`src/rtl/pll_ctrl_pkg.sv`:
```
// rtl/pll_ctrl_pkg.sv - shared state type and constants for the PLL reset sequencer
package pll_ctrl_pkg;

  // Sequencer states; the encoding is visible on the debug state port
  typedef enum logic [1:0] {
    PLL_RST   = 2'd0,
    WAIT_LOCK = 2'd1,
    STABLE    = 2'd2,
    RUN       = 2'd3
  } pll_state_t;

  // Saturation value of the 8-bit event counters
  localparam logic [7:0] PLL_CNT_SAT = 8'hFF;

  // Saturating increment used by the retry and lock-loss counters
  function automatic logic [7:0] sat_inc8(input logic [7:0] v);
    return (v == PLL_CNT_SAT) ? v : v + 8'd1;
  endfunction

endpackage

```
`src/rtl/sync_2ff.sv`:
```
// rtl/sync_2ff.sv - two-flop synchronizer for a single asynchronous bit
module sync_2ff (
  input  logic clk,
  input  logic rst_n,
  input  logic d,
  output logic q
);

  logic meta;

  // Two-stage capture; the first stage may go metastable, only q is used
  always_ff @(posedge clk or negedge rst_n) begin
    if (!rst_n) begin
      meta <= 1'b0;
      q    <= 1'b0;
    end else begin
      meta <= d;
      q    <= meta;
    end
  end

endmodule

```
`src/rtl/pll_reset_ctrl.sv`:
```
// rtl/pll_reset_ctrl.sv - PLL reset/lock sequencer; PLL_CTRL_RETRY_EN enables timeout retries
module pll_reset_ctrl
  import pll_ctrl_pkg::*;
#(
  parameter int RST_CYCLES    = 16,
  parameter int LOCK_TIMEOUT  = 250000,
  parameter int STABLE_CYCLES = 2500,
  parameter int CNT_W         = 18
) (
  input  logic       clk,
  input  logic       rst_n,
  input  logic       locked,
  input  logic       restart,
  output logic       pll_rst,
  output logic       sys_rst_n,
  output logic       ready,
  output logic [7:0] retry_cnt,
  output logic [7:0] lost_cnt,
  output logic [1:0] state
);

  // Terminal counts of the shared cycle counter in each timed state
  localparam logic [CNT_W-1:0] RST_LAST    = CNT_W'(RST_CYCLES - 1);
  localparam logic [CNT_W-1:0] LOCK_LAST   = CNT_W'(LOCK_TIMEOUT - 1);
  localparam logic [CNT_W-1:0] STABLE_LAST = CNT_W'(STABLE_CYCLES - 1);

  pll_state_t       state_q;
  pll_state_t       state_d;
  logic [CNT_W-1:0] cnt_q;
  logic [CNT_W-1:0] cnt_d;
  logic             locked_s;
  logic             lost_hit;
`ifdef PLL_CTRL_RETRY_EN
  logic             retry_hit;
`endif

  // LOCK comes from the PLL domain; only the synchronized copy is used
  sync_2ff u_lock_sync (
    .clk   (clk),
    .rst_n (rst_n),
    .d     (locked),
    .q     (locked_s)
  );

  // Next-state, shared counter and event decode; restart overrides everything
  always_comb begin
    state_d   = state_q;
    cnt_d     = cnt_q + CNT_W'(1);
    lost_hit  = 1'b0;
`ifdef PLL_CTRL_RETRY_EN
    retry_hit = 1'b0;
`endif
    case (state_q)
      PLL_RST: begin
        if (cnt_q == RST_LAST) begin
          state_d = WAIT_LOCK;
        end
      end
      WAIT_LOCK: begin
        if (locked_s) begin
          state_d = STABLE;
        end else if (cnt_q == LOCK_LAST) begin
`ifdef PLL_CTRL_RETRY_EN
          state_d   = PLL_RST;
          retry_hit = 1'b1;
`else
          // Without retries the wait simply continues; hold the counter
          cnt_d = cnt_q;
`endif
        end
      end
      STABLE: begin
        if (!locked_s) begin
          state_d = WAIT_LOCK;
        end else if (cnt_q == STABLE_LAST) begin
          state_d = RUN;
        end
      end
      RUN: begin
        // Nothing is timed in RUN, so keep the counter still
        cnt_d = cnt_q;
        if (!locked_s) begin
          state_d  = PLL_RST;
          lost_hit = 1'b1;
        end
      end
      default: begin
        state_d = PLL_RST;
      end
    endcase

    if (restart) begin
      state_d   = PLL_RST;
      lost_hit  = 1'b0;
`ifdef PLL_CTRL_RETRY_EN
      retry_hit = 1'b0;
`endif
    end

    // Every transition, including a restart into PLL_RST, starts timing afresh
    if (restart || (state_d != state_q)) begin
      cnt_d = '0;
    end
  end

  // State, counter and outputs; outputs decode the next state so they move with it
  always_ff @(posedge clk or negedge rst_n) begin
    if (!rst_n) begin
      state_q   <= PLL_RST;
      cnt_q     <= '0;
      pll_rst   <= 1'b1;
      sys_rst_n <= 1'b0;
      ready     <= 1'b0;
    end else begin
      state_q   <= state_d;
      cnt_q     <= cnt_d;
      pll_rst   <= (state_d == PLL_RST);
      sys_rst_n <= (state_d == RUN);
      ready     <= (state_d == RUN);
    end
  end

  // Lock losses seen from RUN, saturating, cleared only by rst_n
  always_ff @(posedge clk or negedge rst_n) begin
    if (!rst_n) begin
      lost_cnt <= '0;
    end else if (lost_hit) begin
      lost_cnt <= sat_inc8(lost_cnt);
    end
  end

`ifdef PLL_CTRL_RETRY_EN
  // Lock-timeout retries, saturating, cleared only by rst_n
  always_ff @(posedge clk or negedge rst_n) begin
    if (!rst_n) begin
      retry_cnt <= '0;
    end else if (retry_hit) begin
      retry_cnt <= sat_inc8(retry_cnt);
    end
  end
`else
  assign retry_cnt = '0;
`endif

  assign state = state_q;

endmodule

```
`config.mk`:
```
export PLATFORM = sky130hd
export DESIGN_NAME = pll_reset_ctrl
export DESIGN_NICKNAME = d
export VERILOG_FILES = /design/src/rtl/pll_ctrl_pkg.sv /design/src/rtl/sync_2ff.sv /design/src/rtl/pll_reset_ctrl.sv
export SDC_FILE = /design/constraint.sdc
export NUM_CORES = 1
export LEC_CHECK = 0
export BUFFER_PORTS_ARGS = -buffer_cell sky130_fd_sc_hd__buf_2
export CAP_MARGIN = 20
export CORE_ASPECT_RATIO = 2
export CORE_MARGIN = 1
export CORE_UTILIZATION = 55
export CTS_BUF_LIST = sky130_fd_sc_hd__clkbuf_8
export CTS_CLUSTER_DIAMETER = 100
export DETAILED_ROUTE_END_ITERATION = 6
export PLACE_DENSITY = 0.75
export SETUP_SLACK_MARGIN = 0.2
export SLEW_MARGIN = 30
export SYNTH_ARGS = -nofsm -noshare
export SYNTH_HDL_FRONTEND = slang
export SYNTH_HIERARCHICAL = 1
export SYNTH_SLANG_ARGS = --single-unit
```
`constraint.sdc`:
```
create_clock -name clk -period 3 [get_ports clk]
set_input_delay 0.75 -clock clk [delete_from_list [all_inputs] [get_ports clk]]
set_output_delay 0.75 -clock clk [all_outputs]
set_load 0.005 [all_outputs]
```
==> run summary <==
Status -> finished clean
CTS Hold Bufs -> 0
GRT Overall Usage -> 23.2%
Uppermost layer routed -> met4
GR Overflow Total -> 0
Avg Synthesized Cell Area -> 9.73 sq um
Fillers -> 265
Fmax -> 402 MHz
Tot Pwr -> 0.883 mW
Final Non-Filler Cells -> 227
DR WL met3 -> 124 um
Lkg Pwr -> 0.850 nW
Final std cell area, no fill -> 1880 sq um
Placed Cells -> 219
Pin count of the biggest net entering global routing -> 33
Die height -> 80.9 um
DP Wirelength -> 2680 um
WL/cell -> 16.1 um
Drt first pass iters -> 4
Crit-path max cell delay -> 0.58 ns
Number of synthesized register bits -> 32
Final min period -> 2.49 ns
Tightest slew margin relative to the limit -> 54.5%
Worst skew pair latency -> 0.29 ns
Synth cell types -> 40
Commonest non-fill, non-tap cell in the layout -> dfrtp_1
CP top delay family -> simple AND/OR/NAND/NOR gates
Required @ worst endpoint -> 3.16 ns
Via count -> 1,380
Die W -> 41.4 um
Max-Cap Viols -> 0
Worst path bufs/invs -> 1
Inserted Diodes -> 0
Async SR Flop Fraction -> 100%
Initial antenna violation count -> 0
Resized cells post-CTS -> 0
Critical Path End Type -> flip-flop
Post-CTS Setup Repair Bufs -> 0
WL met2 -> 2010 um
Crit-path max FO -> 12
Root buffer cell -> clkbuf_8
Period utilization -> 82.9%
Ports -> 25
Final Setup Violations -> 0
# rows -> 28
Post-placement cell area -> 1770 sq um
TritonCTS clock tree -> yes
Wl on met1 -> 1360 um
# DRC -> 0
Slew Limit Fails -> 0
Measured slew at the worst slew-check pin -> 0.676 ns
Unrepaired setup endpoints after global routing -> false
Synthesis-to-layout area growth -> 9.87%
Starting density of the core -> 58.2%
Via density -> 6.08
Post-Route Skew -> 0.0101 ns
Share of post-route cells with drive strength above 1 -> 17.3%
Power Dens Cells -> 470 nW/um^2
Most frequent cells in the layout -> dfrtp_1 (31), nor2_1 (21), buf_2 (16)
Max clock buf depth -> 2
Worst EP arrival -> 2.65 ns
Register area share after synthesis -> 46.9%
Setup TNS -> 0 ns
Startpoint Class -> flip-flop
Nets -> 202
Post-synth EDFFs -> 0
DRT iter0 DRCs -> 84
Final WL -> 3660 um
Clock sink count -> 32
Die Area -> 3350 sq um
Final Hold Vio Count -> 0
Most used DFF post-synth -> dfrtp_1
Yosys warns -> 6
Global-route wire length before repair -> 5800 um
GP Congestion -> 0.815
H-tree levels -> 2
Crit-path cells -> or4_1 -> or4_4 -> a2bb2oi_1 -> o21ai_2 -> buf_4 -> a21oi_1
Final ANT Viol Nets -> 0
CP max stage cell -> or4_1
Worst-path clk slew -> 0.07 ns
Max rail drop VDD -> 270 uV
Post-Synthesis Cells -> 176
Vias in the first global route -> 1,335
WS Path Type -> flip-flop to flip-flop
Mapped cell area -> 1710 sq um
Hold Crit Class -> flip-flop to flip-flop
CTS buffer count -> 5
Core area -> 2940 sq um
PortBufs -> 16
[layer usage]
layer  track usage [%]  up-vias
met5                 0        -
met4              15.8        0
met3              4.89       16
met2              42.7       42
met1              22.3      669
li1                  -      653
[where the power goes]
group / total, mW / switching, mW / internal (mW) / leakage (nW)
Sequential: 0.446 / 0.00761 / 0.438 / 0.432
Combinational: 0.0369 / 0.0252 / 0.0118 / 0.359
Clock: 0.401 / 0.158 / 0.243 / 0.0593
[layout make-up]
class	count	area [sq um]	share of cell area (%)
inverters	4	15.0	0.798
clock buffers	5	68.8	3.66
flip-flops and latches	32	802	42.6
multi-input cells	135	823	43.8
clock inverters	3	38.8	2.06
well taps	30	37.5	2.00
repair buffers	18	95.1	5.06
[Yosys cell counts (2+ instances only)]
cell type / n / area [sq um]
o31ai_1: 3 / 22.5
nor2_1: 21 / 78.8
buf_4: 10 / 75.1
xnor2_1: 7 / 61.3
or2_2: 2 / 12.5
o21ai_0: 6 / 30.0
buf_6: 2 / 22.5
nand4_1: 7 / 43.8
and3_1: 3 / 18.8
nor4_1: 4 / 25.0
or3_1: 7 / 43.8
nand2_1: 14 / 52.6
nand3_1: 10 / 50.1
or4_1: 3 / 22.5
a21oi_1: 7 / 35.0
nor4bb_1: 2 / 20.0
inv_1: 4 / 15.0
ha_1: 2 / 25.0
xor2_1: 11 / 96.3
dfrtp_1: 31 / 776
[metrics by stage]
step	utilization, %	setup WS (ns)	hold slack, ns
after floorplan	-	0.756	0.331
after global placement	60.2	0.501	0.337
after detailed placement	60.2	0.392	0.337
after CTS	63.9	0.516	0.353
after global routing	63.9	0.336	0.365
final	63.9	0.514	0.349
[flip-flops by register name (all words and copies together) (netlist names)]
signal and count:
cnt_q 18, lost_cnt 8, pll_rst 1, ready 1
state 2, u_lock_sync/meta 1, u_lock_sync/q 1
[final timing paths]
| kind | from | endpoint | slack, ns | cells past startpoint |
|---|---|---|---|---|
| min | u_lock_sync/meta$_DFF_PN0_ | u_lock_sync/q$_DFF_PN0_ | 0.35 | 0 |
| max in group asynchronous | rst_n | cnt_q[4]$_DFFE_PN0P_ | 2.05 | 1 |
| min in group asynchronous | rst_n | state[1]$_DFF_PN0_ | 0.50 | 1 |
| min reg2reg | u_lock_sync/meta$_DFF_PN0_ | u_lock_sync/q$_DFF_PN0_ | 0.35 | 0 |
| max reg2reg | cnt_q[5]$_DFFE_PN0P_ | cnt_q[14]$_DFFE_PN0P_ | 0.51 | 6 |
| max | cnt_q[5]$_DFFE_PN0P_ | cnt_q[14]$_DFFE_PN0P_ | 0.51 | 6 |
[cell families (layout without fill, tap and decap cells)]
kind of cell | count (synthesis) | in the layout | synth area share [%]
AOI/OAI and AO/OA | 24 | 24 | 9.06
adders and majority gates | 2 | 2 | 1.46
buffers and inverters | 16 | 30 | 6.58
xor gates and xnor gates | 18 | 18 | 9.21
other | 1 | 8 | 0.219
muxes | 1 | 1 | 0.658
DFF | 32 | 32 | 46.9
and+or+nand+nor | 82 | 82 | 26.0
No activity file was read; power rests on OpenSTA's default activity.
